===== src/rtl/fetch_ctrl.sv =====
// IF-stage sequencer: owns the PC, issues fetches to a variable-latency imem, and hands the word to IF/ID.
// Optional fetch timeout with sticky error state is enabled by defining FETCH_TIMEOUT_EN.
module fetch_ctrl #(
    parameter logic [31:0] RESET_PC = 32'h0000_3000,
    parameter int          TIMEOUT  = 16
) (
    input  logic        clk,
    input  logic        reset,
    input  logic        stall,
    input  logic [31:0] next_pc,
    output logic [31:0] PC,
    output logic [31:0] PC4,
    output logic        imem_req,
    output logic [31:0] imem_addr,
    input  logic        imem_ack,
    input  logic [31:0] imem_rdata,
    output logic [31:0] instr_out,
    output logic        if_en,
    output logic        fetch_err
);

`ifdef FETCH_TIMEOUT_EN
    typedef enum logic [1:0] {IDLE = 2'd0, FETCH = 2'd1, READY = 2'd2, ERR = 2'd3} state_t;
`else
    typedef enum logic [1:0] {IDLE = 2'd0, FETCH = 2'd1, READY = 2'd2} state_t;
`endif

    state_t      state_q;
    logic [31:0] pc_q;
    logic [31:0] instr_q;
`ifdef FETCH_TIMEOUT_EN
    logic [15:0] cnt_q;
`endif

    // PC only advances when IF/ID consumes the word, so a D-stage redirect is sampled exactly once.
    always_ff @(posedge clk or posedge reset) begin
        if (reset) begin
            state_q <= IDLE;
            pc_q    <= RESET_PC;
            instr_q <= 32'h0;
`ifdef FETCH_TIMEOUT_EN
            cnt_q   <= 16'h0;
`endif
        end else begin
            case (state_q)
                IDLE: begin
                    state_q <= FETCH;
`ifdef FETCH_TIMEOUT_EN
                    cnt_q   <= 16'h0;
`endif
                end
                FETCH: begin
                    if (imem_ack) begin
                        instr_q <= imem_rdata;
                        state_q <= READY;
                    end
`ifdef FETCH_TIMEOUT_EN
                    else if (cnt_q == 16'(TIMEOUT)) begin
                        state_q <= ERR;
                    end else begin
                        cnt_q <= cnt_q + 16'h1;
                    end
`endif
                end
                READY: begin
                    if (!stall) begin
                        pc_q    <= next_pc;
                        state_q <= FETCH;
`ifdef FETCH_TIMEOUT_EN
                        cnt_q   <= 16'h0;
`endif
                    end
                end
`ifdef FETCH_TIMEOUT_EN
                ERR: begin
                    state_q <= ERR;
                end
`endif
                default: begin
                    state_q <= IDLE;
                end
            endcase
        end
    end

    assign PC        = pc_q;
    assign PC4       = pc_q + 32'd4;
    assign imem_addr = pc_q;
    assign imem_req  = (state_q == FETCH);
    assign if_en     = (state_q == READY) && !stall;
    assign instr_out = instr_q;

`ifdef FETCH_TIMEOUT_EN
    assign fetch_err = (state_q == ERR);
`else
    logic unused_timeout;
    assign unused_timeout = (TIMEOUT == 0);
    assign fetch_err      = 1'b0;
`endif

endmodule


===== config.mk =====
export PLATFORM = sky130hd
export DESIGN_NAME = fetch_ctrl
export DESIGN_NICKNAME = d
export VERILOG_FILES = /design/src/rtl/fetch_ctrl.sv
export SDC_FILE = /design/constraint.sdc
export NUM_CORES = 1
export LEC_CHECK = 0
export CORE_ASPECT_RATIO = 1.75
export CORE_MARGIN = 3
export CORE_UTILIZATION = 34
export CTS_CLUSTER_SIZE = 28
export DETAILED_ROUTE_END_ITERATION = 10
export PLACE_DENSITY = 0.88
export SLEW_MARGIN = 30
export SYNTH_ARGS = -nofsm -noshare
export SYNTH_HDL_FRONTEND = slang
export SYNTH_SLANG_ARGS = --single-unit
export TNS_END_PERCENT = 10

===== constraint.sdc =====
create_clock -name clk -period 2.1 [get_ports clk]
set_clock_uncertainty 0.05 [all_clocks]
set_input_delay 0.315 -clock clk [delete_from_list [all_inputs] [get_ports clk]]
set_output_delay 0.315 -clock clk [all_outputs]
set_load 0.02 [all_outputs]

After elaboration in Yosys (flattened, before gate mapping)
Index checks and enable logic that the tools add are counted.
- register bits: 66
- input port bits: 68
- output and inout bits: 131
- logic and storage cells: 18
- $add $sub $neg: 1
- equality and inequality tests: 4
- muxes and demuxes: 3
- bitwise gates (word level): 1
- reductions and logical operators: 6
- operators by type and width (kind ; count):
    adder 32 x 3 -> 32 bit, second input constant ; 1
    case mux 2 bit (3 select lines) ; 1
    AND reduction 2 bit ; 3
    2-to-1 mux 2 bit ; 2
    equality test 2 x 1 -> 1 bit, second input constant ; 1
    equality test 2 bit, second input constant ; 1
    zero test 2 bit ; 1
    inequality test 2 x 1 -> 1 bit, second input constant ; 1
    inequality test 2 bit, second input constant ; 1
    logical AND 1 bit ; 1
    zero test 1 bit ; 1
    NOT 1 bit ; 1

Longest topological paths before layout
- depth after elaboration: 3
- depth in mapped cells: 5
- gate-level depth less buffers: 5

Worst setup path after synthesis
OpenSTA, ideal clock, no wires.
- path type: register to output
- from: register pc_q[12], in the netlist PC[12]
- to: output PC4[20]
- arrival time: 1.748 ns
- data required time: 1.735 ns
- path slack: -0.013 ns
- stages on the path, launching flop included: 5
- buffers on the path: 0
- path through: dfstp_2 -> nand4_4 -> nor4_4 -> nand4_1 -> xnor2_1
- word-level cells in the longest chain between the ends: 1
- ends and longest elaborated chain (what ; line ; RTL):
    start: declaration ; 29 ; logic [31:0] pc_q;
    start signal: assignment ; 67 ; pc_q <= next_pc;
    adder 32 x 3 -> 32 bit ; 87 ; assign PC4 = pc_q + 32'd4;
    end: declaration ; 12 ; output logic [31:0] PC4,
No other way between the ends.

Final worst setup path
- from: register pc_q[13], in the netlist PC[13]
- to: output PC4[20]
The elaborated chain is that of the path after synthesis.

==> impl.org <==
** Floorplan
- I/O Pins :: between 150 and 200
- Die Width :: 81.1 um
- In this run the vertical extent of the chip is about 140 um.
- The total area inside the core boundary comes to 0.00953 sq mm.
- The floorplan has 47 rows.
- Initial Utilization :: 35.3%
- DIE AREA :: 0.0112 sq mm

** Pwr
- Leak Pwr :: 2.51 nW
- Max VDD drop :: 0.000873 V
- Dividing total power by cell area gives a power density of 1770 mW/mm^2.

** Setup path
- For this design, the slowest cell found on the critical path is sky130_fd_sc_hd__dfstp_2.
- In this run the worst path has a maximum fanout of 4.
- CP max stage delay :: 0.55 ns
- Most frequent cell on the critical path :: sky130_fd_sc_hd__buf_4
- Arrival time reported for the critical path endpoint :: 1.96 ns
- The critical path goes through nand4_4 -> buf_4 -> nor4_4 -> nand4_1 -> xnor2_2 -> buf_4.
- Worst Setup End Kind :: primary output
- For the worst setup path, the data required time is approximately 1.7 ns.
- Type of the worst setup path :: reg2out
- Crit-path leading delay family :: simple AND/OR/NAND/NOR gates
- WP buf/inv :: 2
- STA classifies the critical path startpoint as a flip-flop.

** Clock tree
- Total CTS buffers :: 9
- TritonCTS built the clock tree.
- After clock tree synthesis, the flow added hold-fix buffers numbering 0.
- CTS built an H-tree with a depth of 3.
- Clock tree synthesis found a total of 66 sinks.
- Clock-pin slew reported for the worst setup and hold paths after clock tree synthesis :: around 0.050 ns
- CTS placed an instance of sky130_fd_sc_hd__clkbuf_16 at the clock tree root.
- The clock passes through at most 2 buffers.
- At the later pin of the worst-skew pair, clock insertion delay measures 0.32 ns.

** GRT
- The number of antenna violations at the first check in global routing is 0.
- Number of global-route vias before repair :: 3274
- Global routing used 19.0% of the available tracks.
- Largest net degree at the start of global routing :: 67
- After global routing the overflow that remains totals 0.
- First-pass GRT wire length :: 16100 um

** Final layout
- Final Net Count :: 559
- Relative area change from synthesis to final layout :: 75.9%
- The finished layout holds 617 standard cells, fillers aside.
- Register area :: 0.00166 sq mm
- Antenna Diode Count :: 0
- In the final layout, the multi-input gates occupy around 0.0014 sq mm.
- Final-layout fill cell count :: 749
- Cells with a size suffix above 1 make up 34.3% of the layout.

** Logic synthesis
- Per-instance average area after synthesis :: roughly 12 sq um
- Counting distinct cell types in the post-synthesis netlist gives 32.
- For this run, the number of Yosys warnings is 0.
- Portion of the post-synthesis area used by sequential elements :: 49.2%
- Cell count after synthesis :: 269
- Mapped Area :: approximately 0.0034 sq mm
- In this run, synthesis produced a sequential element count of 66.
- Post-synth net total :: 338

** Run status
- Run status :: finished with violations
- The checks that failed: negative setup slack.

** Detailed routing
- DR vias :: 2931
- The final layout contains routed wiring with a total length of 10400 um.
- Post-detailed-route wirelength per cell :: roughly 17 um
- The first detailed-routing pass took 6 iterations.
- Antenna violation net count after detailed routing :: 0
- For this run, design rule violations remaining after detail routing come to 0.
- The detailed router finished its first iteration with between 90 and 100 violations.
- Via count normalized by instance count :: 4.75

** Placed design
- Number of placed instances with taps included :: 595
- Final weighted congestion in routability-driven placement :: 0.776
- Port buffering added 197 buffers.
- Placed wire-length estimate after detailed placement :: around 8200 um

** Timing
- The hold violation total from the final report was 0.
- The max-slew violation count was 0.
- Period minus WS final :: 2.32 ns
- Static timing analysis puts the maximum clock frequency at 0.430 GHz.
- Once routing completed, OpenROAD measured the worst setup slack at -0.225 ns.
- Setup violations remaining at the end of the flow were counted as 18.
- RSZ-0062 raised after global routing :: yes
- In the finished design, the share of the clock period the worst path needs comes to 111%.
- Worst hold slack :: 0.327 ns

** Job
- Max Cap Viol :: 0

** Min path
- Hold Path Class :: in2async
==> cell families after synthesis <==
kind of cell	after synthesis	share of synthesized area [%]
xor+xnor	28	7.30
fa+ha+maj	1	0.372
simple gates	61	12.1
compound gates	3	0.522
other cells	1	0.112
buf+inv	46	9.27
mux	63	21.1
flops	66	49.2
==> registers in the layout, summed over array words and instances, names as in the netlist <==
signal,cells
PC,32
instr_out,32
state_q,2
==> placed cells by master (no fill, tap or decap), types with 2 or more instances in the layout <==
cell                              count
sky130_fd_sc_hd__and3_1               5
sky130_fd_sc_hd__and4_1               2
sky130_fd_sc_hd__buf_12               2
sky130_fd_sc_hd__buf_2                2
sky130_fd_sc_hd__buf_4               71
sky130_fd_sc_hd__clkbuf_16            9
sky130_fd_sc_hd__clkbuf_2             2
sky130_fd_sc_hd__clkbuf_8             5
sky130_fd_sc_hd__clkdlybuf4s15_1      4
sky130_fd_sc_hd__clkdlybuf4s50_1    169
sky130_fd_sc_hd__dfrtp_1             62
sky130_fd_sc_hd__dfrtp_2              2
sky130_fd_sc_hd__dfstp_2              2
sky130_fd_sc_hd__dlygate4sd2_1        2
sky130_fd_sc_hd__inv_1                2
sky130_fd_sc_hd__mux2_1               5
sky130_fd_sc_hd__mux2_2              58
sky130_fd_sc_hd__nand2_1              9
sky130_fd_sc_hd__nand3_1             12
sky130_fd_sc_hd__nand3b_1             2
sky130_fd_sc_hd__nand4_1             11
sky130_fd_sc_hd__nand4_4              2
sky130_fd_sc_hd__nor2_1               5
sky130_fd_sc_hd__nor4_2               2
sky130_fd_sc_hd__o21ai_0              2
sky130_fd_sc_hd__xnor2_1             24
sky130_fd_sc_hd__xor2_1               3
==> power breakdown <==
part	total, mW	switching, mW	internal, mW
logic	6.58	3.21	3.37
clock network	1.46	0.504	0.958
registers	2.42	0.482	1.94
total	10.5	4.19	6.27
==> metrics by stage <==
step | instance area (sq um) | setup slack (ns) | utilization (%) | power [mW] | setup TNS, ns
2_1_floorplan | 3370 | 0.0201 | - | 5.93 | 0
3_3_place_gp | 5600 | -0.332 | 58.8 | 8.98 | -4.62
3_5_place_dp | 5600 | -0.355 | 58.8 | 9.16 | -5.40
4_1_cts | 5920 | -0.250 | 62.2 | 10.6 | -3.08
5_1_grt | 5910 | -0.327 | 62.0 | 11.0 | -4.39
6_report | 5910 | -0.225 | 62.0 | 10.5 | -2.36
==> path summary, 6_finish.rpt <==
path	from	slack, ns	endpoint	cells after the start
setup / recovery	PC[13]$_DFFE_PP1P_	-0.22	PC4[20]	6
hold / removal	reset	0.33	PC[0]$_DFFE_PP0P_	3
setup reg to reg	state_q[0]$_DFFE_PP0P_	0.46	PC[1]$_DFFE_PP0P_	4
hold reg to reg	instr_out[31]$_DFFE_PP0P_	0.45	instr_out[31]$_DFFE_PP0P_	1
max in group asynchronous	reset	1.36	PC[12]$_DFFE_PP1P_	3
min in group clk	instr_out[31]$_DFFE_PP0P_	0.45	instr_out[31]$_DFFE_PP0P_	1
==> cell usage after synthesis <==
cell type | n | area [sq um]
sky130_fd_sc_hd__nor4_2 | 1 | 12.5
sky130_fd_sc_hd__nor2b_1 | 1 | 6.26
sky130_fd_sc_hd__nor3b_2 | 1 | 12.5
sky130_fd_sc_hd__and3_1 | 6 | 37.5
sky130_fd_sc_hd__nor2_2 | 1 | 6.26
sky130_fd_sc_hd__nand4_1 | 11 | 68.8
sky130_fd_sc_hd__nand3b_1 | 2 | 15.0
sky130_fd_sc_hd__nor2_1 | 6 | 22.5
sky130_fd_sc_hd__buf_4 | 35 | 263
sky130_fd_sc_hd__clkbuf_1 | 2 | 7.51
sky130_fd_sc_hd__nor3_4 | 1 | 16.3
sky130_fd_sc_hd__nand2_2 | 1 | 6.26
sky130_fd_sc_hd__nand4_4 | 2 | 42.5
sky130_fd_sc_hd__xor2_1 | 3 | 26.3
sky130_fd_sc_hd__mux2_1 | 5 | 56.3
sky130_fd_sc_hd__a21o_1 | 1 | 7.51
sky130_fd_sc_hd__ha_1 | 1 | 12.5
sky130_fd_sc_hd__nor4_1 | 1 | 6.26
sky130_fd_sc_hd__o21ai_0 | 2 | 10.0
sky130_fd_sc_hd__conb_1 | 1 | 3.75
sky130_fd_sc_hd__nor4_4 | 1 | 21.3
sky130_fd_sc_hd__dfstp_2 | 2 | 52.6
sky130_fd_sc_hd__and2_1 | 1 | 6.26
sky130_fd_sc_hd__xnor2_1 | 25 | 219
sky130_fd_sc_hd__and4_1 | 2 | 17.5
sky130_fd_sc_hd__buf_2 | 6 | 30.0
sky130_fd_sc_hd__dfrtp_1 | 64 | 1600
sky130_fd_sc_hd__nand4b_1 | 1 | 8.76
sky130_fd_sc_hd__mux2_2 | 58 | 653
sky130_fd_sc_hd__inv_1 | 3 | 11.3
sky130_fd_sc_hd__nand3_1 | 13 | 65.1
sky130_fd_sc_hd__nand2_1 | 9 | 33.8
==> final cells by class <==
class                           instances  area share (%)
Clock inverter                          1          0.0847
Multi-Input combinational cell        157            24.3
Timing Repair Buffer                  253            39.8
Sequential cell                        66            28.0
Inverter                                3           0.191
Clock buffer                           15            5.04
Tap cell                              122            2.58
==> timing repair <==
action,4_1_cts,5_1_grt
resized for setup,118,18
pin swaps,10,4
buffers inserted,6,0
endpoints found under the setup margin,28,26
==> worst min-delay path, cell delays in order <==
cell                              delay [ns]
sky130_fd_sc_hd__clkdlybuf4s50_1        0.41
sky130_fd_sc_hd__inv_2                  0.07
sky130_fd_sc_hd__buf_12                 0.30
==> per-layer routing <==
metal / part of all wire (%) / track usage (%)
met1: 32 / 17.2
met2: 58 / 37.7
met3: 7.5 / 5.04
met4: 2.9 / 8.27
met5: 0 / 0
No activity file was read; power rests on OpenSTA's default activity.
